$ cat src/rtl/salvo_sequencer.sv
// salvo_sequencer: turns an operator salvo request into spaced single-cycle
// fire pulses for the rocket pod, confirms every shot against the pod's
// reported rocket count, inserts a reload when the pod reaches reserve and
// abandons the salvo on loss of radar lock or master arm.
module salvo_sequencer #(
    parameter int unsigned SALVO_MAX       = 8,
    parameter int unsigned GAP_CYCLES      = 16,
    parameter int unsigned CONFIRM_TIMEOUT = 8,
    parameter int unsigned FULL_LOAD       = 24,
    parameter int unsigned RESERVE         = 1,
    parameter int unsigned RELOAD_TIMEOUT  = 32
) (
    input  logic       clock,
    input  logic       reset_n,
    input  logic       trigger,
    input  logic [3:0] salvo_size,
    input  logic       radar,
    input  logic       armed,
    input  logic [4:0] rockets,
    input  logic       fault_clr,
    output logic       fire,
    output logic       reload,
    output logic       busy,
    output logic       done,
    output logic       aborted,
    output logic       fault,
    output logic [3:0] fired_count
);

    typedef enum logic [2:0] {
        IDLE    = 3'd0,
        FIRE    = 3'd1,
        CONFIRM = 3'd2,
        GAP     = 3'd3,
        RELOAD  = 3'd4,
        RLWAIT  = 3'd5,
        FAULT   = 3'd6
    } state_t;

    // One shared wait counter serves GAP, CONFIRM and RLWAIT; size it for the longest wait.
    localparam int unsigned CNT_MAX_A = (GAP_CYCLES > CONFIRM_TIMEOUT) ? GAP_CYCLES : CONFIRM_TIMEOUT;
    localparam int unsigned CNT_MAX   = (CNT_MAX_A > RELOAD_TIMEOUT) ? CNT_MAX_A : RELOAD_TIMEOUT;
    localparam int          CNT_W     = $clog2(CNT_MAX + 1);

    localparam logic [CNT_W-1:0] GAP_LAST     = CNT_W'(GAP_CYCLES - 1);
    localparam logic [CNT_W-1:0] CONFIRM_LAST = CNT_W'(CONFIRM_TIMEOUT - 1);
    localparam logic [CNT_W-1:0] RELOAD_LAST  = CNT_W'(RELOAD_TIMEOUT - 1);
    localparam logic [CNT_W-1:0] CNT_ONE      = CNT_W'(1);

    localparam logic [4:0] FULL_L      = 5'(FULL_LOAD);
    localparam logic [4:0] RESERVE_L   = 5'(RESERVE);
    localparam logic [3:0] SALVO_MAX_L = 4'(SALVO_MAX);

    state_t           state, state_next;
    logic [CNT_W-1:0] cnt, cnt_next;
    logic [3:0]       remaining, remaining_next;
    logic [4:0]       snapshot, snapshot_next;
    logic [3:0]       count_next;
    logic             fire_next, reload_next, busy_next, done_next, aborted_next, fault_next;
    logic [3:0]       clipped;
    logic             abort_req;
    logic             in_salvo;

    // State, salvo bookkeeping and every output are registered here.
    always_ff @(posedge clock or negedge reset_n) begin
        if (!reset_n) begin
            state       <= IDLE;
            cnt         <= '0;
            remaining   <= '0;
            snapshot    <= '0;
            fired_count <= '0;
            fire        <= 1'b0;
            reload      <= 1'b0;
            busy        <= 1'b0;
            done        <= 1'b0;
            aborted     <= 1'b0;
            fault       <= 1'b0;
        end else begin
            // NOTE: non-blocking assignments so every register samples pre-edge values.
            state       <= state_next;
            cnt         <= cnt_next;
            remaining   <= remaining_next;
            snapshot    <= snapshot_next;
            fired_count <= count_next;
            fire        <= fire_next;
            reload      <= reload_next;
            busy        <= busy_next;
            done        <= done_next;
            aborted     <= aborted_next;
            fault       <= fault_next;
        end
    end

    // Next-state and next-output decode; outputs follow the state being entered.
    always_comb begin
        // NOTE: every signal gets a default first so no path leaves one unassigned (no latches).
        state_next     = state;
        cnt_next       = '0;
        remaining_next = remaining;
        snapshot_next  = snapshot;
        count_next     = fired_count;
        done_next      = 1'b0;
        aborted_next   = 1'b0;
        clipped        = (salvo_size > SALVO_MAX_L) ? SALVO_MAX_L : salvo_size;
        abort_req      = !radar || !armed;
        in_salvo       = (state != IDLE) && (state != FAULT);

        if (in_salvo && abort_req) begin
            // Loss of lock or arm overrides everything while a salvo is in flight.
            state_next   = IDLE;
            aborted_next = 1'b1;
        end else begin
            case (state)
                IDLE: begin
                    if (trigger && radar && armed && (salvo_size != 4'd0)) begin
                        remaining_next = clipped;
                        count_next     = '0;
                        state_next     = (rockets <= RESERVE_L) ? RELOAD : FIRE;
                    end
                end
                FIRE: begin
                    // Pod count before this shot lands; the pod updates on this edge.
                    snapshot_next = rockets;
                    state_next    = CONFIRM;
                end
                CONFIRM: begin
                    if (rockets == snapshot - 5'd1) begin
                        count_next     = fired_count + 4'd1;
                        remaining_next = remaining - 4'd1;
                        if (remaining == 4'd1) begin
                            state_next = IDLE;
                            done_next  = 1'b1;
                        end else begin
                            state_next = GAP;
                        end
                    end else if (cnt == CONFIRM_LAST) begin
                        state_next = FAULT;
                    end else begin
                        cnt_next = cnt + CNT_ONE;
                    end
                end
                GAP: begin
                    if (cnt == GAP_LAST) begin
                        state_next = (rockets <= RESERVE_L) ? RELOAD : FIRE;
                    end else begin
                        cnt_next = cnt + CNT_ONE;
                    end
                end
                RELOAD: begin
                    state_next = RLWAIT;
                end
                RLWAIT: begin
                    if (rockets == FULL_L) begin
                        state_next = FIRE;
                    end else if (cnt == RELOAD_LAST) begin
                        state_next = FAULT;
                    end else begin
                        cnt_next = cnt + CNT_ONE;
                    end
                end
                FAULT: begin
                    if (fault_clr) begin
                        state_next = IDLE;
                    end
                end
                default: begin
                    state_next = IDLE;
                end
            endcase
        end

        // FIRE and RELOAD last exactly one cycle and are never adjacent, so the
        // pulses inherit those guarantees from the state sequence.
        fire_next   = (state_next == FIRE);
        reload_next = (state_next == RELOAD);
        busy_next   = (state_next != IDLE) && (state_next != FAULT);
        fault_next  = (state_next == FAULT);
    end

endmodule
$ cat config.mk
export PLATFORM = sky130hd
export DESIGN_NAME = salvo_sequencer
export DESIGN_NICKNAME = d
export VERILOG_FILES = /design/src/rtl/salvo_sequencer.sv
export SDC_FILE = /design/constraint.sdc
export NUM_CORES = 1
export LEC_CHECK = 0
export CAP_MARGIN = 20
export CORE_MARGIN = 8
export CORE_UTILIZATION = 46
export CTS_CLUSTER_DIAMETER = 150
export CTS_CLUSTER_SIZE = 12
export DETAILED_ROUTE_END_ITERATION = 8
export GPL_TIMING_DRIVEN = 0
export PLACE_DENSITY = 0.81
export SYNTH_ARGS = -nofsm -noshare
export SYNTH_HDL_FRONTEND = slang
export SYNTH_SLANG_ARGS = --single-unit
$ cat constraint.sdc
create_clock -name clock -period 3 [get_ports clock]
set_input_delay 0.6 -clock clock [delete_from_list [all_inputs] [get_ports clock]]
set_output_delay 0.6 -clock clock [all_outputs]
set_load 0.02 [all_outputs]
==> results of run 1 <==
[synth_stat cells (all sizes together) (2+ instances only)]
master,n
dfrtp,28
nand2,17
nor2,14
inv,11
a211oi,7
a21oi,7
nand3,7
o21ai,7
xnor2,6
ha,5
nand3b,5
nor3,5
nor3b,5
xor2,5
buf,4
a21o,3
mux2,3
nand2b,3
a31oi,2
a41oi,2
clkbuf,2
nand4b,2
nand4bb,2
nor4b,2
o21a,2
o221a,2
or2,2
[cells by family after synthesis]
family	after synthesis
DFF	28
muxes	3
and+or+nand+nor	72
buffers and inverters	17
adders and majority gates	5
AOI/OAI and AO/OA	45
xor gates and xnor gates	11
[flip-flops by register name (all words and copies together), names as in the netlist, 3 cells and up]
signal,flops
state,3
fired_count,4
cnt,6
remaining,4
snapshot,5
[worst paths after layout]
check	cells after the start	start	end	slack, ns
max in group asynchronous	2	reset_n	snapshot[2]	1.73
worst min-delay path	1	remaining[3]	done	0.50
worst max register to register	8	snapshot[0]	busy	0.71
worst max-delay path	6	rockets[2]	busy	0.50
worst min register to register	1	remaining[3]	done	0.50
min in group asynchronous	1	reset_n	remaining[0]	0.74
[power by group through the flow]
stage                     Sequential, mW  Clock (mW)  Combinational [mW]
after floorplan                    0.606           0               0.591
after global placement             0.578           0               0.824
after detailed placement           0.583           0               0.844
after CTS                          0.575       0.244               0.849
after global routing               0.592       0.265               0.941
final                              0.575       0.236               0.842
[layer usage]
| metal | GRT usage | wire, um | vias up |
|---|---|---|---|
| li1 | - | - | 718 |
| met1 | 0.174 | 1830 | 694 |
| met2 | 0.200 | 1710 | 23 |
| met3 | 0.0285 | 132 | 5 |
| met4 | 0.0389 | 42 | 0 |
| met5 | 0 | 0 | - |
[cell type report]
type	count	area, um2
Buffer	6	30.0
Clock buffer	4	55.1
Fill cell	327	1530
Inverter	11	41.3
Multi-Input combinational cell	136	1010
Sequential cell	28	701
Tap cell	48	60.1
Timing Repair Buffer	25	255
[critical path, delay by kind of cell]
family,cells,cell delay [ns]
AO/OA/AOI/OAI,3,0.63
AND/OR/NAND/NOR,2,0.92
buffers and inverters,1,0.52
[through the flow]
step | hold WS, ns | setup slack [ns]
after detailed placement | 0.489 | 0.198
after floorplan | 0.304 | 0.882
after CTS | 0.502 | 0.492
after global placement | 0.470 | 0.202
after global routing | 0.521 | 0.289
final | 0.500 | 0.499
==> impl_metrics.ini, run 1 <==
[status]
status = finished clean

[synth]
async_flop_share = 1.00
ys_seq_area_frac = 0.392
synthesis.area_mm2 = 0.00179
syn_nets = 201
synth_compound_area_frac = 0.211
synth-xor-area-share = 0.0624
yosysTopAreaCellShare = 0.392
synth_flop_cell = dfrtp_1
synthAdderAreaFrac = 0.0350
ys_types = 58
synth_area_leader_cell = dfrtp_1
synthMuxAreaShare = 0.0189
yosysWarningCount = 0
synth_top_family_by_area = simple AND/OR/NAND/NOR gates
yosys.area_share.simple = 0.240
syn_inst = 181
synth_top_cells_by_area = dfrtp_1 (39%), nand2_1 (3.6%), ha_1 (3.5%), nor2_1 (2.9%), xnor2_1 (2.5%)
synth_seq_cells = 28
syn_area_per_cell_um2 = 9.86
synth_edf_count = 0

[critical_path]
cp-start-kind = input pin
cp_slowest_cell = nor4_1
crit_path_cell_trace = clkdlybuf4s50_1, nor4_1, a41oi_1, nor3_2, o22ai_4, o31a_1
required_ns = 3.17
arrival_ns = 2.67
end_kind = flip-flop
path_class = in -> reg
cpPeakStageDelay_ns = 0.64
crit_path_max_fanout = 7

[power]
seq_power_share = 0.348
power.density_mw_per_mm2 = 766
power_frac_comb = 0.509
ir_worst_vdd_v = 0.000404
clock_power_share = 0.143
p_int_uw = 984
power_mw = 1.65
p_leak_nw = 0.864
netSwitchingPower_uw = 668
swShare = 0.404

[placement]
port_buffers = 24
dp_hpwl_mm = 2.89
gp_congestion = 0.902
placed_cell_area_mm2 = 0.00210
placed_cells = 254

[cells_and_area]
syn2layout_area_growth_pct = 20.7
finalNonFillerCells = 258
layout_common_cells = dfrtp_1 (28), clkdlybuf4s50_1 (24), nand2_1 (17)
final_common_cell = dfrtp_1
final_cell_area_mm2 = 0.00216
final_nets = 231
drive_gt1_frac = 0.138
finish.utilization = 0.584
antenna_cells = 0

[timing]
tightest_slew_ns = 0.708
slew_violations = 0
layout_min_cycle_time_ns = 2.50
skew_ns = 0.00224
finalCritPeriodShare = 0.834
fmax_mhz = 400
setup_viol_count_final = 0
final.setup.tns_ns = 0
hold_viol_final = 0
max_slew_margin = 0.527
rsz0062_at_grt = no

[clocking]
cts_setup_buffers = 0
cts_max_level = 1
clock_latency_ns = 0.28
cts_buffers = 3
tritoncts = yes
clock_path_buffers = 2
cts.repair.resized = 0
clock_sinks = 28
clkTransAtPathRegs_ns = 0.09
cts-root-buf = clkbuf_8
cts_hold_buffers = 0

[detailed_routing]
post_drt_wl_per_cell_um = 14.4
drc = 0
vias = 1440
wl_mm = 3.72
dr.pass1.iters = 4
vias_per_cell = 5.58
drt_iter0_markers = 79
ant_nets = 0

[floorplan]
core_area_mm2 = 0.00369
fp.dieW_um = 78.3
die_area_mm2 = 0.00613
io_pins = 25
rows = 22
die_y_um = 78.3
initial_utilization = 0.484

[hold_path]
min_path_type = reg -> reg

[grt]
antenna_found_initial = 0
grt_max_degree = 16
grtUsageTotal = 0.128
overflow = 0
grt_pass1_wl_mm = 6.58
grt_pass1_vias = 1420

[run]
cap_violations = 0
Note: power is estimated with default switching activity, not from simulation.
==> run 2, diff against run 1 <==
clock period = 2.4 ns   (was 3 ns; I/O delays follow)
==> impl_metrics.ini, run 2 (synthesized netlist as in run 1, its figures left out) <==
[status]
status = finished clean

[floorplan]
initial_utilization = 0.484
fp.dieW_um = 78.3
die_y_um = 78.3
io_pins = 25
core_area_mm2 = 0.00369
rows = 22
die_area_mm2 = 0.00613

[timing]
hold_viol_final = 0
fmax_mhz = 433
rsz0062_at_grt = yes
tightest_slew_ns = 0.707
slew_violations = 0
skew_ns = 0.00144
layout_min_cycle_time_ns = 2.31
setup_viol_count_final = 0
finalCritPeriodShare = 0.962
final.setup.tns_ns = 0
worst_slack_ns = 0.0921
max_slew_margin = 0.527

[critical_path]
path_class = in -> reg
r2r_slack_ns = 0.13
crit_path_max_fanout = 9
required_ns = 2.57
end_kind = flip-flop
arrival_ns = 2.48
cp-start-kind = input pin
r2r.worst_path.cells = 9

[clocking]
clock_sinks = 28
cts_buffers = 3
clock_path_buffers = 2
tritoncts = yes
clock_latency_ns = 0.28
clkTransAtPathRegs_ns = 0.09
cts-root-buf = clkbuf_8
cts_max_level = 1

[cells_and_area]
largestRegisters = cnt: 6 flops, snapshot: 5 flops
top_register = cnt
syn2layout_area_growth_pct = 22.1
antenna_cells = 0
final_nets = 232
register_area_um2 = 701
final_common_cell = dfrtp_1
multi_input_area_mm2 = 0.00103
fillCellCount = 325
drive_gt1_frac = 0.152
layout_common_cells = dfrtp_1 (28), clkdlybuf4s50_1 (23), nand2_1 (17)
largest_reg_flops = 6

[detailed_routing]
ant_nets = 0
vias = 1443
post_drt_wl_per_cell_um = 14.5
drc = 0
dr.pass1.iters = 4
drt_iter0_markers = 86
vias_per_cell = 5.57
wl_mm = 3.75

[grt]
grt_max_degree = 16
grtUsageTotal = 0.128
overflow = 0
grt_pass1_wl_mm = 6.58
grt_pass1_vias = 1420
antenna_found_initial = 0

[hold_path]
min_path_type = reg -> reg
min_path_cells = 1

[power]
power_mw = 2.11
ir_worst_vdd_v = 0.000520
power.density_mw_per_mm2 = 966
p_leak_nw = 0.879

[placement]
post-place-ws_ns = -0.282
dp_hpwl_mm = 2.89
gp_congestion = 0.902
port_buffers = 24

[run]
cap_violations = 0
==> run 2: cell types whose count changed in the layout (fill, tap and decap cells not counted), sizes merged <==
cell           before  now
buf                 5    6
dlymetal6s2s        0    1
clkdlybuf4s50      24   23
==> run 2: worst paths after layout <==
| kind | end | startpoint |
|---|---|---|
| max in group asynchronous | snapshot[3] | reset_n |
| hold reg to reg | cnt[0] | cnt[0] |
| min in group asynchronous | remaining[0] | reset_n |
| setup reg to reg | busy | snapshot[0] |
| setup / recovery | busy | rockets[4] |
| hold / removal | cnt[0] | cnt[0] |
==> run 2: metal layers <==
metal / global-route usage / vias to the layer above / part of all wire
met5: 0 / - / 0
met4: 0.0389 / 0 / 0.011
met3: 0.0285 / 5 / 0.033
met2: 0.200 / 23 / 0.46
met1: 0.174 / 697 / 0.50
li1: - / 718 / -
==> run 2: power breakdown <==
part           internal, mW  switching (mW)
Combinational         0.501           0.591
Sequential            0.606           0.112
Clock                 0.147           0.148
==> run 2: repair_timing <==
item | 4_1_cts | 5_1_grt
setup endpoints to repair | 0 | 7
hold buffers | 0 | 0
buffers inserted | 0 | 1
resized for setup | 0 | 4
==> run 2: area by class of cell <==
class                      count  share of cell area
buffer                         6              0.0138
clock buffer                   4              0.0252
inverter                      11              0.0189
multi-input combinational    136               0.472
sequential                    28               0.321
tap                           48              0.0275
timing repair buffer          26               0.122
==> run 2: worst max-delay path, stage by stage <==
cell and delay (ns):
clkdlybuf4s50_1 0.50, xor2_2 0.24, o311ai_4 0.59, a211oi_2 0.17, buf_4 0.17, or2_1 0.23
o31a_1 0.10
==> run 2: metrics by stage <==
step / hold WS [ns] / std cells / cell area (um2) / util
2_1_floorplan: 0.184 / 181 / 1790 / -
3_3_place_gp: 0.470 / 253 / 2090 / 0.565
3_5_place_dp: 0.489 / 254 / 2100 / 0.570
4_1_cts: 0.502 / 258 / 2160 / 0.584
5_1_grt: 0.521 / 259 / 2180 / 0.591
6_report: 0.503 / 259 / 2180 / 0.591
==> run 3, diff against run 2 <==
CORE_MARGIN = 5   (was 8)
==> impl_metrics.ini, run 3 (synthesized netlist as in run 1, its figures left out) <==
[status]
status = finished clean

[cells_and_area]
final_nets = 233
drive_gt1_frac = 0.147
largest_reg_flops = 6
finish.utilization = 0.586
antenna_cells = 0
layout_common_cells = dfrtp_1 (28), clkdlybuf4s50_1 (24), nand2_1 (17)
top_register = cnt
final_common_cell = dfrtp_1
largestRegisters = cnt: 6 flops, snapshot: 5 flops
syn2layout_area_growth_pct = 21.9
finalNonFillerCells = 259

[timing]
hold_viol_final = 0
max_slew_margin = 0.546
skew_ns = 0.00203
layout_min_cycle_time_ns = 2.33
finalCritPeriodShare = 0.972
rsz0062_at_grt = yes
setup_viol_count_final = 0
tightest_slew_ns = 0.679
slew_violations = 0
fmax_mhz = 429

[placement]
gp_congestion = 0.824
port_buffers = 24
dp_hpwl_mm = 2.97
placed_cells = 254

[clocking]
clock_path_buffers = 2
clkTransAtPathRegs_ns = 0.09
tritoncts = yes
cts_max_level = 1
clock_latency_ns = 0.27
cts_buffers = 3
cts_hold_buffers = 0
cts-root-buf = clkbuf_8
clock_sinks = 28

[critical_path]
crit_path_max_fanout = 6
cp_num_buf_inv = 1
reg2reg_to = busy
crit_path_cell_trace = clkdlybuf4s50_1, xor2_2, a211oi_2, o311ai_4, a211oi_2, nor2_1, o31a_1
cp-start-kind = input pin
r2r_slack_ns = 0.19
timing.rr.start = snapshot[0]
cp_slowest_cell = clkdlybuf4s50_1
r2r.worst_path.cells = 8
arrival_ns = 2.49
crit_family = compound AO/OA/AOI/OAI gates
critical_path.startpoint = rockets[4]
path_class = in -> reg
end_kind = flip-flop
worstSetupPathDepth = 7
required_ns = 2.56
endpoint = busy
cpMostUsedCell = a211oi_2
cpPeakStageDelay_ns = 0.50

[run]
cap_violations = 0

[power]
p_leak_nw = 0.872
p_int_mw = 1.22
power_frac_comb = 0.534
netSwitchingPower_uw = 856
power.density_mw_per_mm2 = 955
swShare = 0.412
seq_power_share = 0.346
clock_power_share = 0.121
ir_worst_vdd_v = 0.000600

[grt]
overflow = 0
grt_pass1_wl_mm = 6.73
grtUsageTotal = 0.160
antenna_found_initial = 0
grt_max_degree = 17
grt_pass1_vias = 1497

[detailed_routing]
post_drt_wl_per_cell_um = 14.7
dr.pass1.iters = 4
wl_mm = 3.82
ant_nets = 0
vias = 1488
vias_per_cell = 5.75
drt_iter0_markers = 106
drc = 0

[floorplan]
io_pins = 25
rows = 22
die_y_um = 72.3
fp.dieW_um = 72.3
initial_utilization = 0.480
core_area_mm2 = 0.00372
die_area_mm2 = 0.00523

[hold_path]
min_path_type = reg -> reg
-- run 3: cell count changes in the layout (fill, tap and decap cells not counted) --
cell / previous run / this run
clkbuf_8: 4 / 3
a21oi_2: 0 / 1
buf_8: 1 / 0
buf_16: 0 / 1
buf_4: 2 / 3
a21o_2: 1 / 0
clkdlybuf4s50_1: 23 / 24
a21o_1: 2 / 3
dlymetal6s2s_1: 1 / 0
a21oi_4: 1 / 0
-- run 3: final cells by class --
type                    instances  area, um2
repair buffers                 27        283
fillers                       333       1540
plain buffers                   6       30.0
clock buffers                   3       41.3
well taps                      48       60.1
flip-flops and latches         28        701
multi-input cells             136       1020
inverters                      11       41.3
-- run 3: metal layers --
layer / share of wire / GRT usage / vias to the layer above
met1: 0.47 / 0.216 / 722
met5: 0 / 0 / -
met2: 0.47 / 0.269 / 40
met3: 0.049 / 0.0208 / 4
li1: - / - / 722
met4: 0.0071 / 0.0418 / 0
-- run 3: repair_timing --
item	4_1_cts	5_1_grt
pin swaps	3	2
resized for setup	1	0
buffers inserted	1	1
setup endpoints to repair	1	2
-- run 3: power groups by stage --
stage	logic [mW]	registers (mW)	clock network (mW)
6_report	1.11	0.718	0.251
5_1_grt	1.23	0.743	0.278
4_1_cts	1.10	0.716	0.258
3_5_place_dp	1.08	0.726	0
3_3_place_gp	1.03	0.722	0
2_1_floorplan	0.739	0.758	0
-- run 3: worst min-delay path by stage --
| stage | startpoint | to | slack, ns | depth (start not counted) |
|---|---|---|---|---|
| floorplan | reset_n | aborted | 0.18 | 0 |
| global placement | cnt[0] | cnt[0] | 0.47 | 1 |
| detailed placement | cnt[0] | cnt[0] | 0.48 | 1 |
| CTS | cnt[0] | cnt[0] | 0.49 | 1 |
| global route | cnt[0] | cnt[0] | 0.53 | 1 |
| finish | cnt[0] | cnt[0] | 0.49 | 1 |
-- run 3: through the flow --
stage | hold slack [ns] | setup WS [ns] | TNS, ns | instance area, um2 | power [mW]
final | 0.487 | 0.0677 | 0 | 2180 | 2.08
after global routing | 0.532 | -0.0236 | -0.0405 | 2180 | 2.25
after detailed placement | 0.478 | -0.348 | -2.49 | 2110 | 1.81
after CTS | 0.491 | 0.0109 | 0 | 2170 | 2.07
after global placement | 0.470 | -0.290 | -1.46 | 2090 | 1.75
after floorplan | 0.184 | 0.387 | 0 | 1790 | 1.50
